==> config.mk <==
export PLATFORM = sky130hd
export DESIGN_NAME = pc_flow_ctrl
export DESIGN_NICKNAME = d
export VERILOG_FILES = /design/src/rtl/pc_ctrl_pkg.sv /design/src/rtl/stack_ack_timer.sv /design/src/rtl/pc_flow_ctrl.sv
export SDC_FILE = /design/constraint.sdc
export NUM_CORES = 1
export LEC_CHECK = 0
export ABC_AREA = 1
export CAP_MARGIN = 20
export CORE_UTILIZATION = 55
export CTS_BUF_LIST = sky130_fd_sc_hd__clkbuf_16
export DETAILED_ROUTE_END_ITERATION = 8
export DONT_BUFFER_PORTS = 1
export PLACE_DENSITY = 0.7
export SKIP_CTS_REPAIR_TIMING = 1
export SLEW_MARGIN = 20
export SYNTH_ARGS = -nofsm -noshare
export SYNTH_HDL_FRONTEND = slang
export SYNTH_SLANG_ARGS = --single-unit
==> constraint.sdc <==
create_clock -name clk -period 1.8 [get_ports clk]
set_input_delay 0.18 -clock clk [delete_from_list [all_inputs] [get_ports clk]]
set_output_delay 0.18 -clock clk [all_outputs]
set_load 0.01 [all_outputs]
==> src/rtl/pc_ctrl_pkg.sv <==
// Shared types and PC control codes for the program-counter sequencing controller.
package pc_ctrl_pkg;

  typedef enum logic [2:0] {
    ST_IDLE    = 3'd0,
    ST_PUSH_HI = 3'd1,
    ST_PUSH_LO = 3'd2,
    ST_VECTOR  = 3'd3,
    ST_JUMP    = 3'd4,
    ST_POP_HI  = 3'd5,
    ST_POP_LO  = 3'd6,
    ST_RESUME  = 3'd7
  } state_e;

  typedef enum logic [1:0] {
    KIND_CALL = 2'd0,
    KIND_INT  = 2'd1,
    KIND_RET  = 2'd2,
    KIND_RTI  = 2'd3
  } kind_e;

  localparam logic [1:0] PCSRC_INC  = 2'b00;
  localparam logic [1:0] PCSRC_BR   = 2'b01;
  localparam logic [1:0] PCSRC_HOLD = 2'b10;
  localparam logic [1:0] INT_VEC    = 2'b11;
  localparam logic [1:0] CALL_LOAD  = 2'b11;
  localparam logic [1:0] RET_HI     = 2'b11;
  localparam logic [1:0] RET_LO     = 2'b01;

  function automatic logic is_stack_state(input state_e s);
    return (s == ST_PUSH_HI) || (s == ST_PUSH_LO) ||
           (s == ST_POP_HI)  || (s == ST_POP_LO);
  endfunction

endpackage

==> src/rtl/stack_ack_timer.sv <==
// Wait counter for a single stack access; flags the last acceptable cycle
// without stack_ack so the controller can abandon the sequence.
module stack_ack_timer #(
  parameter int unsigned ACK_TIMEOUT = 15
) (
  input  logic clk,
  input  logic reset,
  input  logic clr,
  input  logic run,
  input  logic ack,
  output logic timeout
);

  localparam logic [3:0] LAST_WAIT = 4'(ACK_TIMEOUT - 1);

  logic [3:0] cnt_q, cnt_d;

  always_comb begin
    cnt_d = cnt_q;
    if (clr || !run) begin
      cnt_d = '0;
    end else if (cnt_q != '1) begin
      cnt_d = cnt_q + 4'd1;
    end
  end

  always_ff @(posedge clk) begin
    if (!reset) begin
      cnt_q <= '0;
    end else begin
      cnt_q <= cnt_d;
    end
  end

  // cnt_q counts completed wait cycles, so this fires on the ACK_TIMEOUT-th one.
  assign timeout = run && !ack && (cnt_q == LAST_WAIT);

endmodule

==> src/rtl/pc_flow_ctrl.sv <==
// PC sequencing controller: CALL/RET/RTI/interrupt sequences with a two-half
// stack push/pop handshake, plus branch/stall selection while idle.
module pc_flow_ctrl
  import pc_ctrl_pkg::*;
#(
  parameter int unsigned ACK_TIMEOUT = 15
) (
  input  logic       clk,
  input  logic       reset,
  input  logic       intr_req,
  input  logic       is_call,
  input  logic       is_ret,
  input  logic       is_rti,
  input  logic       br_taken,
  input  logic       hazard_stall,
  input  logic       stack_ack,
  output logic [1:0] pcSrc,
  output logic [1:0] interruptSignal,
  output logic [1:0] firstTimeCallAfterD2E,
  output logic [1:0] firstTimeRETAfterE2M,
  output logic       stack_req,
  output logic       stack_we,
  output logic       stack_half,
  output logic       intr_ack,
  output logic       flags_restore,
  output logic       flush,
  output logic       busy,
  output logic       err_timeout
);

  state_e     state_q, state_d;
  kind_e      kind_q, kind_d;
  logic       intr_pend_q, intr_pend_d;
  logic       timeout;

  logic [1:0] pc_src_q, pc_src_d;
  logic [1:0] int_sig_q, int_sig_d;
  logic [1:0] call_load_q, call_load_d;
  logic       stack_req_q, stack_req_d;
  logic       stack_we_q, stack_we_d;
  logic       stack_half_q, stack_half_d;
  logic       intr_ack_q, intr_ack_d;
  logic       flags_restore_q, flags_restore_d;
  logic       flush_q, flush_d;
  logic       busy_q, busy_d;
  logic       err_timeout_q, err_timeout_d;

  stack_ack_timer #(
    .ACK_TIMEOUT(ACK_TIMEOUT)
  ) u_timer (
    .clk     (clk),
    .reset   (reset),
    .clr     (state_d != state_q),
    .run     (is_stack_state(state_q)),
    .ack     (stack_ack),
    .timeout (timeout)
  );

  always_comb begin
    state_d       = state_q;
    kind_d        = kind_q;
    intr_pend_d   = intr_pend_q | intr_req;
    err_timeout_d = 1'b0;

    unique case (state_q)
      ST_IDLE: begin
        if (intr_pend_q) begin
          state_d = ST_PUSH_HI;
          kind_d  = KIND_INT;
        end else if (is_call) begin
          state_d = ST_PUSH_HI;
          kind_d  = KIND_CALL;
        end else if (is_rti) begin
          state_d = ST_POP_HI;
          kind_d  = KIND_RTI;
        end else if (is_ret) begin
          state_d = ST_POP_HI;
          kind_d  = KIND_RET;
        end
      end
      ST_PUSH_HI: if (stack_ack) state_d = ST_PUSH_LO;
      ST_PUSH_LO: if (stack_ack) state_d = (kind_q == KIND_INT) ? ST_VECTOR : ST_JUMP;
      ST_VECTOR: begin
        state_d     = ST_IDLE;
        intr_pend_d = 1'b0;
      end
      ST_JUMP:    state_d = ST_IDLE;
      ST_POP_HI:  if (stack_ack) state_d = ST_POP_LO;
      ST_POP_LO:  if (stack_ack) state_d = ST_RESUME;
      ST_RESUME:  state_d = ST_IDLE;
      default:    state_d = ST_IDLE;
    endcase

    // Abandon the sequence; a pending interrupt survives and is retried from IDLE.
    if (timeout) begin
      state_d       = ST_IDLE;
      kind_d        = KIND_CALL;
      err_timeout_d = 1'b1;
    end
  end

  // Moore outputs are registered by decoding the next state.
  always_comb begin
    pc_src_d        = PCSRC_INC;
    int_sig_d       = 2'b00;
    call_load_d     = 2'b00;
    stack_req_d     = 1'b0;
    stack_we_d      = 1'b0;
    stack_half_d    = 1'b0;
    intr_ack_d      = 1'b0;
    flags_restore_d = 1'b0;
    flush_d         = 1'b0;
    busy_d          = 1'b0;

    if (state_d != ST_IDLE) begin
      pc_src_d = PCSRC_HOLD;
      flush_d  = 1'b1;
      busy_d   = 1'b1;
    end else if (state_q == ST_IDLE) begin
      if (br_taken) begin
        pc_src_d = PCSRC_BR;
      end else if (hazard_stall) begin
        pc_src_d = PCSRC_HOLD;
      end
    end

    unique case (state_d)
      ST_PUSH_HI: begin
        stack_req_d  = 1'b1;
        stack_we_d   = 1'b1;
        stack_half_d = 1'b1;
      end
      ST_PUSH_LO: begin
        stack_req_d = 1'b1;
        stack_we_d  = 1'b1;
      end
      ST_VECTOR: begin
        int_sig_d  = INT_VEC;
        intr_ack_d = 1'b1;
      end
      ST_JUMP: call_load_d = CALL_LOAD;
      ST_POP_HI: begin
        stack_req_d  = 1'b1;
        stack_half_d = 1'b1;
      end
      ST_POP_LO: stack_req_d = 1'b1;
      ST_RESUME: flags_restore_d = (kind_d == KIND_RTI);
      default: ;
    endcase
  end

  always_ff @(posedge clk) begin
    if (!reset) begin
      state_q         <= ST_IDLE;
      kind_q          <= KIND_CALL;
      intr_pend_q     <= 1'b0;
      pc_src_q        <= PCSRC_INC;
      int_sig_q       <= 2'b00;
      call_load_q     <= 2'b00;
      stack_req_q     <= 1'b0;
      stack_we_q      <= 1'b0;
      stack_half_q    <= 1'b0;
      intr_ack_q      <= 1'b0;
      flags_restore_q <= 1'b0;
      flush_q         <= 1'b0;
      busy_q          <= 1'b0;
      err_timeout_q   <= 1'b0;
    end else begin
      state_q         <= state_d;
      kind_q          <= kind_d;
      intr_pend_q     <= intr_pend_d;
      pc_src_q        <= pc_src_d;
      int_sig_q       <= int_sig_d;
      call_load_q     <= call_load_d;
      stack_req_q     <= stack_req_d;
      stack_we_q      <= stack_we_d;
      stack_half_q    <= stack_half_d;
      intr_ack_q      <= intr_ack_d;
      flags_restore_q <= flags_restore_d;
      flush_q         <= flush_d;
      busy_q          <= busy_d;
      err_timeout_q   <= err_timeout_d;
    end
  end

  // Pop load codes are valid only in the cycle the memory returns data.
  always_comb begin
    firstTimeRETAfterE2M = 2'b00;
    if (stack_ack) begin
      if (state_q == ST_POP_HI) begin
        firstTimeRETAfterE2M = RET_HI;
      end else if (state_q == ST_POP_LO) begin
        firstTimeRETAfterE2M = RET_LO;
      end
    end
  end

  assign pcSrc                 = pc_src_q;
  assign interruptSignal       = int_sig_q;
  assign firstTimeCallAfterD2E = call_load_q;
  assign stack_req             = stack_req_q;
  assign stack_we              = stack_we_q;
  assign stack_half            = stack_half_q;
  assign intr_ack              = intr_ack_q;
  assign flags_restore         = flags_restore_q;
  assign flush                 = flush_q;
  assign busy                  = busy_q;
  assign err_timeout           = err_timeout_q;

endmodule

==> results by group, run 1 <==
Floorplanning
  – Initial Util: 0.593
  – Die area: around 2300 sq um
  – # rows: 16
  – Die extent in x: 48.4 um
  – Core Area: 2000 sq um
  – IO Count: 25
  – Die height: 48.4 um

Route
  – Vias: ~1.1k
  – Initial drt markers: 25
  – Drt drc: 0
  – Routed WL: approximately 3.2 mm
  – DRT Pass-1 Iters: 4
  – Vias per inst: about 5.3
  – Post-detailed-route count of antenna-violating nets: 0
  – Wire length per cell: between 15 and 20 um

Global route
  – Global route hottest layer: met2
  – Largest net degree at the start of global routing: 12
  – Global Route met2 Usage: 0.432
  – First-pass GRT wire length: between 4 and 5 mm
  – Overall routing resource usage: 0.241
  – Vias in the first global route: 1012
  – Gr ovfl total: 0
  – Met3 GRT Util: 0.0503
  – Met1 Usage GRT: 0.292
  – Initial antenna violation count: 0

CTS
  – CTS tree: done
  – TritonCTS buffer count: 3
  – Clock sink count: 20
  – Clk buf depth: 2
  – Clock transition at path regs: 0.06 ns
  – Clock Latency Late Sink: between 0.2 and 0.3 ns
  – Clock Tree Root: clkbuf_16
  – H-tree lvl count: 1

Synth
  – Syn avg cell area: 7.32 sq um
  – Syn_nets: 182
  – Async S/R FF share, synth: 0
  – XOR/XNOR Fraction of Synth Area: 0.00738
  – Top post-synthesis cells by area: dfxtp_1 (34%), ha_1 (12%), nand2_1 (9.8%)
  – Synth Area in Adders: 0.116
  – Synth Area in Compound Gates: 0.0918
  – Top-count cell post-synth: nand2_1
  – Cell accounting for the most synthesized area: dfxtp_1
  – Cell count after synthesis: approximately 160
  – Post-synthesis mux area share: 0
  – Post-synth EDFFs: 0
  – Post-Synth Simple-Gate Area: 0.331
  – Mapped Area: 1190 sq um
  – Post-synthesis sequential area ratio: 0.338
  – FF+latch count, synth: 20
  – Most used flip-flop cell after synthesis: dfxtp_1
  – Top post-synthesis cells by count: nand2_1 (31), nor2_1 (24), dfxtp_1 (20), inv_1 (20), ha_1 (11)
  – Synth Warn #: 0
  – Library cells used by synthesis: 27
  – Area share of the largest cell type after synthesis: 0.338
  – Main combinational cell family by area after synthesis: simple AND/OR/NAND/NOR gates

Timing
  – Worst Max-Slew Pin Slew: approximately 0.39 ns
  – Fin. Hold Viols: 0
  – Setup-failing EPs final: 7
  – Setup TNS: -0.271 ns
  – Fmax: 0.539 GHz
  – Final setup margin: -0.0566 ns
  – Worst rel slew slack: 0.741
  – Worst Skew: about 0.0067 ns
  – Fin crit period: 1.86 ns
  – RSZ-0062 raised after global routing: true
  – Tcrit/Tclk final: 1.03
  – Fin. max-slew vios: 0

Setup path
  – Critical path fanouts, max: 5
  – Worst setup EP type: flip-flop
  – Crit Path Category: flip-flop to flip-flop
  – Crit start category: flip-flop
  – Critical path data arrival time: 2.02 ns
  – Worst EP required: 1.96 ns

Cells and area
  – Layout cells sized above 1: 0.390
  – Antenna Cells: 0
  – Fill cells: 132
  – Fin nets: 203
  – Post-route cell area: around 1600 sq um
  – Area growth, synth to finish: 37.3%
  – Final core utilization: 0.814

Placement
  – Final HPWL DP: between 1.5 and 2 mm
  – Setup WS pre-CTS: -0.207 ns
  – IO Port Bufs: 0
  – Dpl cell area: 1330 sq um
  – Placer Congestion: a little under 0.9

Pwr
  – Peak VDD IR: ~1.2 mV
  – Static Leakage: just over 0.7 nW
  – Pwr/cell area: 1820 nW/um^2
  – Total power: around 0.0030 W

Outcome
  – Violated checks: negative setup slack
  – Status: finished with violations

Worst hold path
  – Hold WC Path Type: primary input to flip-flop

Job
  – Max Cap Viol: 0
-- worst paths after layout --
kind | cells past startpoint | slack (ns) | to | start
min | 2 | 0.03 | stack_req$_SDFF_PN0_ | reset
max reg2reg | 11 | -0.06 | flags_restore$_SDFF_PN0_ | state_q[0]$_SDFF_PN0_
min reg2reg | 2 | 0.57 | intr_pend_q$_SDFF_PP0_ | intr_pend_q$_SDFF_PP0_
max | 11 | -0.06 | flags_restore$_SDFF_PN0_ | state_q[0]$_SDFF_PN0_
-- logic make-up after synthesis --
group                    Yosys count
AND/OR/NAND/NOR                   82
XOR/XNOR                           1
AO/OA/AOI/OAI                     19
flip-flops                        20
buffers and inverters             29
adder cells (fa/ha/maj)           11
-- registers in the layout, summed over array words and instances (netlist names) --
name / cells
u_timer.cnt_q: 4
state_q: 3
kind_q: 2
pcSrc: 2
busy: 1
err_timeout: 1
firstTimeCallAfterD2E: 1
flags_restore: 1
interruptSignal: 1
intr_pend_q: 1
stack_half: 1
stack_req: 1
stack_we: 1
-- per-layer routing --
| metal | part of all wire | up-vias | wire (um) |
|---|---|---|---|
| met5 | 0 | - | 0 |
| met4 | 0.016 | 0 | 52 |
| met3 | 0.060 | 8 | 189 |
| met2 | 0.50 | 50 | 1600 |
| met1 | 0.42 | 507 | 1330 |
| li1 | - | 551 | - |
-- cell type report --
type / count / area [sq um] / share of cell area
Multi-Input combinational cell: 113 / 811 / 0.498
Clock buffer: 3 / 75.1 / 0.0461
Timing Repair Buffer: 21 / 181 / 0.111
Inverter: 24 / 116 / 0.0714
Sequential cell: 20 / 408 / 0.250
Tap cell: 27 / 33.8 / 0.0207
Clock inverter: 1 / 3.75 / 0.00230
-- critical path, stage by stage, from the launching register on --
cell	delay [ns]
dfxtp_4	0.37
inv_6	0.08
ha_4	0.17
inv_4	0.04
nor2_4	0.13
nand3_2	0.08
nand4_1	0.18
nand3_4	0.14
inv_2	0.09
ha_2	0.18
nand2_1	0.07
nor4_2	0.23
-- power by group --
part / internal [W] / switching [W] / total (W)
logic: 0.000758 / 0.00102 / 0.00178
registers: 0.000580 / 0.000157 / 0.000737
clock network: 0.000296 / 0.000159 / 0.000455
total: 0.00163 / 0.00133 / 0.00297
-- placed cells by master (no fill, tap or decap), types with 2 or more instances in the layout --
master / count
nand2_1: 29
nor2_1: 20
dfxtp_1: 18
buf_4: 18
inv_1: 14
o21ai_0: 8
nand2_2: 7
inv_2: 6
ha_4: 6
nand3_2: 5
nor2_2: 5
a21oi_1: 5
nand3_1: 4
ha_1: 4
nand4_1: 3
clkbuf_16: 3
inv_6: 2
nor2_4: 2
nand3_4: 2
o211ai_1: 2
dfxtp_4: 2
-- through the flow --
| stage | std cells | hold slack (ns) |
|---|---|---|
| 2_1_floorplan | 162 | 0.313 |
| 5_1_grt | 209 | 0.0393 |
| 6_report | 209 | 0.0266 |
| 3_5_place_dp | 201 | 0.284 |
| 3_3_place_gp | 201 | 0.279 |
| 4_1_cts | 205 | 0.0286 |
(Power assumes the default switching activity.)
==> run 2, diff against run 1 <==
--- a/config.mk
+++ b/config.mk
@@ -7,11 +7,13 @@
 export LEC_CHECK = 0
 export ABC_AREA = 1
 export CAP_MARGIN = 20
-export CORE_UTILIZATION = 55
+export CELL_PAD_IN_SITES_DETAIL_PLACEMENT = 0
+export CELL_PAD_IN_SITES_GLOBAL_PLACEMENT = 1
+export CORE_UTILIZATION = 39
 export CTS_BUF_LIST = sky130_fd_sc_hd__clkbuf_16
 export DETAILED_ROUTE_END_ITERATION = 8
 export DONT_BUFFER_PORTS = 1
-export PLACE_DENSITY = 0.7
+export PLACE_DENSITY = 0.69
 export SKIP_CTS_REPAIR_TIMING = 1
 export SLEW_MARGIN = 20
 export SYNTH_ARGS = -nofsm -noshare
==> run 2 against run 1 <==
Compared with the run above:
- the run ends with design-rule violations, negative setup slack left
- critical endpoint unchanged
- clock power is 34% higher
- sequential share of layout area is 0.62 points lower
- first-iteration DRC count stayed put
- critical path depth stayed put
- hold slack worse by 0.0034 ns
- non-clock buffer count is 6 higher
- wire length is 10% lower
- final area is 2.8% higher
- register-to-register slack better by 0.03 ns
- sequential power hardly changed
- largest cell class unchanged
- fmax is 1.4% higher
- global-route usage is 6.6 points lower
==> results by group, run 2 (same netlist as run 1, synthesis figures left out) <==
Cells and area
  – Fill cells: around 260
  – Multi-input gate area: 790 sq um
  – Area growth, synth to finish: 41.2%
  – Commonest non-fill, non-tap cells in the layout: nand2_1 (28), buf_4 (24), nor2_1 (23)
  – Layout cells sized above 1: 0.394
  – Top flop regs: u_timer.cnt_q x4, state_q x3
  – Register area: 409 sq um
  – Final Non-Filler Cells: approximately 220
  – Commonest non-fill, non-tap cell in the layout: nand2_1
  – Largest register FFs: 4
  – Fin nets: between 200 and 250
  – Antenna Cells: 0
  – Top reg by flops: u_timer.cnt_q

Timing
  – Worst Skew: 0.00164 ns
  – Worst Max-Slew Pin Slew: 0.366 ns
  – Worst rel slew slack: 0.754
  – Fmax: 0.546 GHz
  – Fin. Hold Viols: 0
  – Fin. max-slew vios: 0
  – Final setup margin: -0.0304 ns
  – Tcrit/Tclk final: 1.02
  – Setup-failing EPs final: 2
  – RSZ-0062 raised after global routing: true
  – Fin crit period: 1.83 ns

Global route
  – Initial antenna violation count: 0
  – Vias in the first global route: 987
  – Overall routing resource usage: 0.174
  – Largest net degree at the start of global routing: 13
  – First-pass GRT wire length: 4.31 mm
  – Gr ovfl total: 0

CTS
  – TritonCTS buffer count: 3
  – Clock transition at path regs: 0.06 ns
  – H-tree lvl count: 1
  – Clock sink count: 20
  – Clock Latency Late Sink: 0.25 ns
  – Clk buf depth: 2
  – CTS tree: done
  – Clock Tree Root: clkbuf_16

Route
  – Drt drc: 6
  – Vias per inst: 5.01
  – Post-detailed-route count of antenna-violating nets: 0
  – Vias: ~1.1k
  – Routed WL: roughly 2.8 mm
  – DRT Pass-1 Iters: 6
  – Initial drt markers: 25
  – Wire length per cell: roughly 13 um

Placement
  – Post-placement cell count: 210
  – Placer Congestion: 0.793
  – Setup WS pre-CTS: -0.163 ns
  – IO Port Bufs: 0
  – Final HPWL DP: 1.99 mm

Floorplanning
  – Initial Util: 0.419
  – IO Count: 25
  – Die extent in x: ~57 um
  – Core Area: 2830 sq um
  – Die height: 57.2 um
  – Die area: around 3300 sq um
  – # rows: 19

Setup path
  – Buf+Inv Stages, Crit Path: 3
  – Critical path data arrival time: 2.00 ns
  – Reg2reg path depth: 11
  – Slowest CP cell: dfxtp_4
  – Critical path fanouts, max: 5
  – Worst R2R Start: state_q[1]$_SDFF_PN0_
  – Crit path top cell by count: ha_4
  – Worst path cell trace: inv_6, ha_4, buf_6, a21oi_2, nand2_2, nand4_1, nand3_4, inv_2, ha_4, nand2_1, nor4_2
  – Worst setup EP type: flip-flop
  – Worst EP required: 1.97 ns
  – Worst Setup SP: state_q[1]$_SDFF_PN0_
  – Crit Path Category: flip-flop to flip-flop
  – CP peak stage delay: about 0.39 ns
  – Crit start category: flip-flop
  – Stages on worst setup path: 11
  – Delay-heaviest family, CP: simple AND/OR/NAND/NOR gates

Job
  – Max Cap Viol: 0

Pwr
  – Pwr/cell area: between 1500 and 2000 nW/um^2
  – Peak VDD IR: 0.824 mV
  – Static Leakage: 0.753 nW

Worst hold path
  – Hold path startpoint: reset
  – Hold WC Path Type: primary input to flip-flop
  – WHS Path Cells: 2

Outcome
  – Violated checks: design-rule violations, negative setup slack
  – Status: finished with violations
-- run 2: worst paths after layout --
| path | endpoint | slack (ns) |
|---|---|---|
| worst max register to register | flags_restore$_SDFF_PN0_ | -0.03 |
| worst min register to register | u_timer.cnt_q[3]$_SDFFE_PP0P_ | 0.56 |
| worst min-delay path | stack_req$_SDFF_PN0_ | 0.02 |
| worst max-delay path | flags_restore$_SDFF_PN0_ | -0.03 |
-- run 2: power breakdown --
group,internal (W),switching (W)
registers,0.000581,0.000158
clock network,0.000441,0.000170
logic,0.000818,0.000946
total,0.00184,0.00127
-- run 2: final cells by class --
cell class                 count  share of cell area
tap                           31              0.0232
inverter                      24              0.0709
clock buffer                   3              0.0448
clock inverter                 1              0.0179
timing repair buffer          27               0.128
sequential                    20               0.244
multi-input combinational    113               0.471
-- run 2: layer usage --
metal  wire length, um  vias up  GRT usage
met5                 0        -          0
met4                57        0      0.108
met3                97        5     0.0204
met2              1390       25      0.281
met1              1300      501      0.222
li1                  -      567          -
-- run 2: metrics by stage --
step | total power (W) | area (sq um) | hold WS [ns] | utilization | TNS, ns
floorplan | 0.00157 | 1200 | 0.313 | - | 0
global placement | 0.00202 | 1370 | 0.275 | 0.484 | -0.403
detailed placement | 0.00203 | 1370 | 0.281 | 0.484 | -0.643
CTS | 0.00264 | 1480 | 0.0183 | 0.521 | -0.765
global route | 0.00335 | 1680 | 0.0297 | 0.592 | -1.03
finish | 0.00311 | 1680 | 0.0232 | 0.592 | -0.0395
==> run 3, diff against run 2 <==
--- a/config.mk
+++ b/config.mk
@@ -11,11 +11,13 @@
 export CELL_PAD_IN_SITES_GLOBAL_PLACEMENT = 1
 export CORE_UTILIZATION = 39
 export CTS_BUF_LIST = sky130_fd_sc_hd__clkbuf_16
+export CTS_CLUSTER_SIZE = 40
 export DETAILED_ROUTE_END_ITERATION = 8
 export DONT_BUFFER_PORTS = 1
-export PLACE_DENSITY = 0.69
+export PLACE_DENSITY = 0.7
 export SKIP_CTS_REPAIR_TIMING = 1
 export SLEW_MARGIN = 20
 export SYNTH_ARGS = -nofsm -noshare
 export SYNTH_HDL_FRONTEND = slang
+export SYNTH_HIERARCHICAL = 1
 export SYNTH_SLANG_ARGS = --single-unit
==> run 3 against run 2 <==
Compared with the run above:
- critical path type unchanged
- synthesized cell count grew 2.5%
- final cell count is 1.4% higher
- the flow still finishes with violations (design-rule violations, negative setup slack)
- setup slack worse by 0.076 ns
- clock-buffer cell count is the same
==> results by group, run 3 <==
Outcome
  – Status: finished with violations
  – Violated checks: design-rule violations, negative setup slack

Pwr
  – Static Leakage: approximately 0.79 nW
  – Total power: 0.00337 W
  – Peak VDD IR: 0.854 mV
  – Pwr/cell area: 2060 nW/um^2

Synth
  – Cell accounting for the most synthesized area: dfxtp_1
  – Most used flip-flop cell after synthesis: dfxtp_1
  – Cell count after synthesis: 166
  – Top-count cell post-synth: nand2_1
  – Async S/R FF share, synth: 0
  – Synth Warn #: 6
  – Mapped Area: around 1200 sq um
  – Library cells used by synthesis: 25
  – Syn_nets: 186
  – Top post-synthesis cells by area: dfxtp_1 (34%), nand2_1 (14%), ha_1 (12%)
  – Area share of the largest cell type after synthesis: 0.339
  – Post-synthesis sequential area ratio: 0.339
  – FF+latch count, synth: 20
  – Syn avg cell area: 7.12 sq um
  – Top post-synthesis cells by count: nand2_1 (45), inv_1 (21), dfxtp_1 (20)
  – Post-synth EDFFs: 0

Cells and area
  – Largest register FFs: 4
  – Fill cells: between 200 and 300
  – Antenna Cells: 0
  – Top reg by flops: u_timer/cnt_q
  – Commonest non-fill, non-tap cell in the layout: nand2_1
  – Post-route cell area: around 1600 sq um
  – Fin nets: between 200 and 250
  – Area growth, synth to finish: 38.6%
  – Layout cells sized above 1: 0.372
  – Top flop regs: u_timer/cnt_q x4, state_q x3
  – Commonest non-fill, non-tap cells in the layout: nand2_1 (36), buf_4 (24), nor2_1 (17), dfxtp_1 (17), inv_1 (16)

Route
  – Post-detailed-route count of antenna-violating nets: 0
  – Routed WL: 2.78 mm
  – Wire length per cell: 12.5 um
  – Vias per inst: 5.02
  – Drt drc: 8
  – Initial drt markers: 103
  – Vias: 1114
  – DRT Pass-1 Iters: 6

Global route
  – Gr ovfl total: 0
  – Initial antenna violation count: 0
  – First-pass GRT wire length: 4.57 mm
  – Vias in the first global route: 1052
  – Largest net degree at the start of global routing: 13
  – Overall routing resource usage: 0.183

Timing
  – Fin. max-slew vios: 0
  – Worst Skew: 0.00563 ns
  – RSZ-0062 raised after global routing: true
  – Setup-failing EPs final: 10
  – Fmax: 0.525 GHz
  – Setup TNS: -0.489 ns
  – Final setup margin: -0.106 ns
  – Fin crit period: 1.91 ns
  – Worst Max-Slew Pin Slew: 0.347 ns
  – Worst rel slew slack: 0.767
  – Fin. Hold Viols: 0
  – Tcrit/Tclk final: 1.06

Floorplanning
  – Die height: 57.0 um
  – IO Count: 25
  – Core Area: 2810 sq um
  – # rows: 19
  – Die area: 3250 sq um
  – Initial Util: 0.421
  – Die extent in x: 57.0 um

Worst hold path
  – Hold WC Path Type: primary input to flip-flop

CTS
  – CTS tree: done
  – Clock transition at path regs: 0.06 ns
  – H-tree lvl count: 1
  – Clock Tree Root: clkbuf_16
  – Clk buf depth: 2
  – TritonCTS buffer count: 3
  – Clock Latency Late Sink: 0.25 ns
  – Clock sink count: 20

Setup path
  – Worst setup EP type: flip-flop
  – Critical path fanouts, max: 4
  – Critical path data arrival time: 2.09 ns
  – Crit start category: flip-flop
  – Worst EP required: 1.98 ns
  – Crit Path Category: flip-flop to flip-flop

Job
  – Max Cap Viol: 0

Placement
  – IO Port Bufs: 0
  – Final HPWL DP: 2.02 mm
  – Dpl cell area: 1330 sq um
  – Placer Congestion: between 0.8 and 0.9
==> run 3: area by class of cell <==
cell class	count	area, sq um	area share
clock buffer	3	75.1	0.0459
clock inverter	1	30.0	0.0183
inverter	24	100	0.0612
multi-input combinational	118	795	0.485
sequential	20	407	0.248
tap	31	38.8	0.0237
timing repair buffer	25	191	0.117
==> run 3: cell families (layout without fill, tap and decap cells) <==
kind of cell | count (synthesis) | count (layout) | synth area share
simple gates | 92 | 92 | 0.371
buf+inv | 28 | 53 | 0.102
flops | 20 | 20 | 0.339
compound gates | 15 | 15 | 0.0720
fa+ha+maj | 11 | 11 | 0.117
==> run 3: critical path, stage by stage (launching register included) <==
cell,delay [ns]
dfxtp_4,0.39
inv_6,0.05
ha_4,0.27
nand2_4,0.05
nor3_4,0.29
inv_2,0.11
nand4_1,0.09
nand2_1,0.06
nor2_1,0.12
nand2_2,0.08
nor2_4,0.13
o21ai_1,0.09
a21oi_1,0.11
==> run 3: path summary, 6_finish.rpt <==
kind	startpoint	endpoint	slack [ns]	depth (start not counted)
setup / recovery	state_q[1]$_SDFF_PN0_	u_timer/cnt_q[0]$_SDFFE_PP0P_	-0.11	12
hold / removal	reset	stack_req$_SDFF_PN0_	0.02	2
setup reg to reg	state_q[1]$_SDFF_PN0_	u_timer/cnt_q[0]$_SDFFE_PP0P_	-0.11	12
hold reg to reg	u_timer/cnt_q[1]$_SDFFE_PP0P_	u_timer/cnt_q[1]$_SDFFE_PP0P_	0.56	2
==> run 3: metrics by stage <==
stage / setup slack [ns] / instances / util / hold WS [ns]
finish: -0.106 / 222 / 0.583 / 0.0171
global route: -0.226 / 222 / 0.583 / 0.0162
detailed placement: -0.208 / 210 / 0.475 / 0.278
CTS: -0.221 / 214 / 0.513 / 0.0164
global placement: -0.144 / 210 / 0.475 / 0.277
floorplan: 0.00462 / 166 / - / 0.273
==> run 3: report_power, final <==
| part | switching [W] | internal [W] |
|---|---|---|
| Combinational | 0.00108 | 0.000920 |
| Clock | 0.000164 | 0.000441 |
| Sequential | 0.000171 | 0.000591 |
| Total | 0.00142 | 0.00195 |
==> run 3: routing by layer <==
metal | up-vias | GRT usage | routed length (um)
met5 | - | 0 | 0
met4 | 0 | 0.0767 | 19
met3 | 2 | 0.0363 | 106
met2 | 18 | 0.289 | 1350
met1 | 521 | 0.245 | 1310
li1 | 573 | - | -
